## src/rtl/paddle_ctrl.sv

```systemverilog
// rtl/paddle_ctrl.sv - two-player paddle position controller with debounced buttons
// Positions move one STEP per detected vsync rising edge, clamped to 0..MAXPOS.

module paddle_ctrl #(
   parameter int SCREEN_H  = 480,
   parameter int PADDLE_H  = 64,
   parameter int STEP      = 4,
   parameter int DB_CYCLES = 50000
) (
   input  logic       clk,
   input  logic       reset,
   input  logic       vsync,
   input  logic       p1_up,
   input  logic       p1_dn,
   input  logic       p2_up,
   input  logic       p2_dn,
   output logic [9:0] paddle1_next,
   output logic [9:0] paddle2_next,
   output logic       frame_tick
);

   localparam logic [9:0]  MAXPOS  = 10'(SCREEN_H - PADDLE_H);
   localparam logic [9:0]  INITPOS = 10'((SCREEN_H - PADDLE_H) / 2);
   localparam logic [9:0]  STEP_L  = 10'(STEP);
   localparam logic [19:0] DB_LAST = 20'(DB_CYCLES - 1);

   logic [3:0]  raw;
   logic [3:0]  sync1;
   logic [3:0]  sync2;
   logic [3:0]  stable;
   logic [19:0] cnt [4];
   logic        vs_q;
   logic        vs_valid;

   // Bit order: 0 = p1_up, 1 = p1_dn, 2 = p2_up, 3 = p2_dn
   assign raw = {p2_dn, p2_up, p1_dn, p1_up};

   always_ff @(posedge clk or negedge reset) begin
      if (!reset) begin
         sync1  <= '0;
         sync2  <= '0;
         stable <= '0;
         for (int i = 0; i < 4; i++) cnt[i] <= '0;
      end else begin
         sync1 <= raw;
         sync2 <= sync1;
         for (int i = 0; i < 4; i++) begin
            if (sync2[i] == stable[i]) begin
               cnt[i] <= '0;
            end else if (cnt[i] == DB_LAST) begin
               stable[i] <= sync2[i];
               cnt[i]    <= '0;
            end else begin
               cnt[i] <= cnt[i] + 20'd1;
            end
         end
      end
   end

   // vs_valid masks the first cycle after reset so a vsync already high at
   // release is not mistaken for a rising edge.
   always_ff @(posedge clk or negedge reset) begin
      if (!reset) begin
         vs_q       <= 1'b0;
         vs_valid   <= 1'b0;
         frame_tick <= 1'b0;
      end else begin
         vs_q       <= vsync;
         vs_valid   <= 1'b1;
         frame_tick <= vsync & ~vs_q & vs_valid;
      end
   end

   function automatic logic [9:0] next_pos(input logic [9:0] pos, input logic up, input logic dn);
      logic [10:0] sum;
      logic [9:0]  res;
      sum = {1'b0, pos} + {1'b0, STEP_L};
      res = pos;
      if (up && !dn) begin
         res = (pos < STEP_L) ? 10'd0 : pos - STEP_L;
      end else if (dn && !up) begin
         res = (sum > {1'b0, MAXPOS}) ? MAXPOS : sum[9:0];
      end
      return res;
   endfunction

   always_ff @(posedge clk or negedge reset) begin
      if (!reset) begin
         paddle1_next <= INITPOS;
         paddle2_next <= INITPOS;
      end else if (frame_tick) begin
         paddle1_next <= next_pos(paddle1_next, stable[0], stable[1]);
         paddle2_next <= next_pos(paddle2_next, stable[2], stable[3]);
      end
   end

endmodule

```

## config.mk

```make
export PLATFORM = sky130hd
export DESIGN_NAME = paddle_ctrl
export DESIGN_NICKNAME = d
export VERILOG_FILES = /design/src/rtl/paddle_ctrl.sv
export SDC_FILE = /design/constraint.sdc
export NUM_CORES = 1
export LEC_CHECK = 0
export BUFFER_PORTS_ARGS = -buffer_cell sky130_fd_sc_hd__buf_2
export CAP_MARGIN = 20
export CORE_UTILIZATION = 59
export CTS_BUF_LIST = sky130_fd_sc_hd__clkbuf_16
export DETAILED_ROUTE_END_ITERATION = 6
export PLACE_DENSITY = 0.82
export SLEW_MARGIN = 10
export SYNTH_ARGS = -nofsm -noshare
export SYNTH_HDL_FRONTEND = slang
export SYNTH_SLANG_ARGS = --single-unit
```

## constraint.sdc

```tcl
create_clock -name clk -period 2.2 [get_ports clk]
set_input_delay 0.33 -clock clk [delete_from_list [all_inputs] [get_ports clk]]
set_output_delay 0.33 -clock clk [all_outputs]
set_load 0.01 [all_outputs]
```

==> key figures <==
Pwr
  – Worst vdd ir: 0.344 mV
  – Gate power share: under 10%
  – Leak Pwr: between 2 and 3 nW
  – Power Density: 575 nW/um2
  – Switching share of total power: 22.7%
  – Sequential Power Share: a little under three fifths
  – Part of the power in the clock network: between 40% and 50%
  – NetSw: ~0.00084 W
  – P_int: roughly 0.0029 W

Global route
  – Initial antenna violation count: 0
  – Total gr overflow: 0
  – Vias in the first global route: 4249
  – All-Layer GR Usage: around a quarter
  – Largest net degree at the start of global routing: 60
  – First-pass GRT wire length: 19400 um

Worst setup path
  – Reg-to-Reg Start: paddle2_next[3]
  – Critical Path Max Stage Delay: roughly 0.46 ns
  – Worst path cell trace: or3_1 -> or3_4 -> or3_1 -> or4_1 -> o21ai_0
  – Slowest stage cell, crit path: dfrtp_1
  – Top Family by Delay on Critical Path: simple AND/OR/NAND/NOR gates
  – Worst setup endpoint: paddle2_next[9]
  – Crit Path Class: reg2reg
  – Worst setup path startpoint: paddle2_next[3]
  – Worst path required time: roughly 2.5 ns
  – Worst path most repeated cell: or3_1
  – CP Capture Type: register
  – CP arrival: roughly 2.4 ns
  – Reg-to-reg slack, setup: around 0.11 ns
  – Critical path buffers and inverters: 0
  – CP startpoint kind: register
  – Crit-path max FO: 8
  – Reg-to-reg endpoint: paddle2_next[9]
  – R2R depth: 5
  – WP depth: 5

Clock network
  – Later-pin clock latency in the skew report: ~0.35 ns
  – Clock-pin slew on the worst setup and hold paths: ~0.07 ns
  – Root Buffer: clkbuf_16
  – CTS sink count: between 100 and 150
  – Clock buffers created by TritonCTS: 9
  – H-tree levels: 3
  – CTS tree: yes
  – Clock Tree Buf Depth: 2

Layout
  – Design area: 6450 um2
  – Fraction of layout cells with a size suffix above 1: about 11%
  – Reg area: 2790 um2
  – Layout overhead on the synthesized area: 10.0%
  – Antenna diodes: 0
  – Nets: roughly 690
  – Multi-input logic area: 2890 um2
  – Filler cell count: between 700 and 800

Place
  – Pre-CTS setup slack: around 0.12 ns
  – Dpl cell area: roughly 6200 um2
  – GP Congestion: 0.922
  – Hpwl dp: between 7000 and 8000 um
  – Port Buffers: 23

STA
  – Fin Setup TNS: 0 ns
  – Final Hold Fails: 0
  – Slew at the pin closest to its max-slew limit: slightly above 0.5 ns
  – Worst Slack Setup Final: roughly 0.11 ns
  – Unrepaired setup endpoints after global routing: false
  – Max-slew violations: 0
  – Clock skew: just under 0.008 ns
  – Min Tclk post-route: around 2.1 ns
  – Slew HR: about two thirds
  – Setup-failing EPs final: 0
  – Fmax: between 400 and 500 MHz
  – Fin crit share: ~95%

Synth
  – Post-synth EDFFs: 0
  – Avg Cell Area, Syn: between 9 and 10 um2
  – Sequential share of the synthesized area: 47.5%
  – Synth async-reset ratio: 100%
  – Post-synth top area cell: dfrtp_1
  – Synthesized instance count: 642
  – Ranking of synthesized cells by area: dfrtp_1, xnor2_1, nor2_1, nand2_1, xor2_1
  – Top FF cell, synth: dfrtp_1
  – Syn Std Cell Area: 5870 um2
  – Count leader, synth: nor2_1
  – Post-synth cell types: just under 60
  – Ys Warns: 0
  – Share of the synthesized area in the top cell type: 44.8%
  – Number of synthesized register bits: approximately 110
  – Top cells by count, synth: nor2_1, dfrtp_1, nand2_1

Die
  – Core Rows: 36
  – Initial Util: approximately 61%
  – Die Span Y: between 100 and 150 um
  – Top Ports: 28
  – Core area: between 9000 and 10000 um2
  – Die footprint: between 10000 and 15000 um2
  – Die X: about 100 um

Routing
  – Routed WL: approximately 11000 um
  – Avg WL per Cell: between 10 and 15 um
  – Final ANT Viol Nets: 0
  – Drt drc: 0
  – Vias: 4669
  – Detailed Route Iter0 Violations: between 200 and 250
  – Drt first pass iters: 5
  – Via density: about 5.8

Worst hold path
  – Type of the worst min-delay path: in2reg

Status
  – Status: completed

Flow run
  – Max-cap viol count: 0
==> kinds of logic after synthesis <==
logic type | Yosys count | share of synthesized area, %
AOI/OAI and AO/OA | 69 | 7.91
xor gates and xnor gates | 77 | 11.5
other | 2 | 0.128
buffers and inverters | 47 | 3.37
and+or+nand+nor | 323 | 26.9
muxes | 3 | 0.555
adders and majority gates | 10 | 2.13
DFF | 111 | 47.5
==> cells in the final DEF, fill, tap and decap left out, drive strengths merged, types with 3 or more instances in the layout <==
cell type / n
dfstp: 6
o31ai: 5
dfrtp: 105
clkinv: 4
a31oi: 4
nor3: 29
inv: 23
conb: 5
nor3b: 3
nor2b: 11
and3: 9
ha: 10
nand2b: 6
or4: 3
nor2: 109
xor2: 23
nor4b: 3
xnor2: 54
clkbuf: 9
o21bai: 3
a211o: 3
nand3: 35
and2: 5
nand4: 14
or3: 7
nand2: 55
a21oi: 12
o21ai: 17
buf: 38
or2: 5
and4: 7
nor4: 18
==> per-stage QoR <==
stage	total power [W]	hold slack, ns	instances	util, %
global placement	0.00224	0.229	791	63.7
finish	0.00371	0.0849	808	66.6
CTS	0.00375	0.0744	808	66.6
detailed placement	0.00225	0.237	791	63.7
global route	0.00385	0.0805	808	66.6
floorplan	0.00219	0.0344	645	-
==> registers in the layout, indices dropped and copies added (netlist names) <==
name	flops
cnt	80
sync2	4
sync1	4
paddle1_next	8
vs_q	1
paddle2_next	8
stable	4
vs_valid	1
frame_tick	1
==> worst register-to-register path: stages (launching register included) <==
cell	delay, ns
dfrtp_1	0.46
or3_1	0.41
or3_4	0.35
or3_1	0.32
or4_1	0.39
o21ai_0	0.08
==> worst min-delay path by stage <==
stage | from | to | slack [ns] | cells past startpoint
after global routing | p2_dn | sync1[3] | 0.08 | 1
after detailed placement | reset | cnt[54] | 0.24 | 1
final | p2_dn | sync1[3] | 0.08 | 1
after CTS | p2_dn | sync1[3] | 0.07 | 1
after global placement | reset | cnt[54] | 0.23 | 1
after floorplan | reset | cnt[0] | 0.03 | 0
==> final cells by class <==
type	instances	area share, %
inverter	22	1.28
tap	133	2.58
clock buffer	9	3.49
sequential	111	43.2
multi-input combinational	487	44.8
clock inverter	7	0.737
timing repair buffer	39	3.92
==> power groups by stage <==
stage	Sequential, W	Clock [W]	Combinational [W]
2_1_floorplan	0.00212	0	0.0000634
3_3_place_gp	0.00213	0	0.000116
3_5_place_dp	0.00213	0	0.000120
4_1_cts	0.00209	0.00154	0.000122
5_1_grt	0.00209	0.00162	0.000139
6_report	0.00209	0.00150	0.000118
==> metal layers <==
metal	global-route usage [%]	wire (um)	share of wire, %
met5	0	0	0
met4	9.81	232	2.0
met3	5.04	681	6.0
met2	36.7	5210	46
met1	33.3	5230	46
==> timing repair <==
action,4_1_cts,5_1_grt
endpoints found under the setup margin,0,2
hold buffers,1,0
endpoints found under the hold margin,19,0
gates resized for setup,0,1
buffers inserted,0,0
Power figures use the tool's default switching activity.
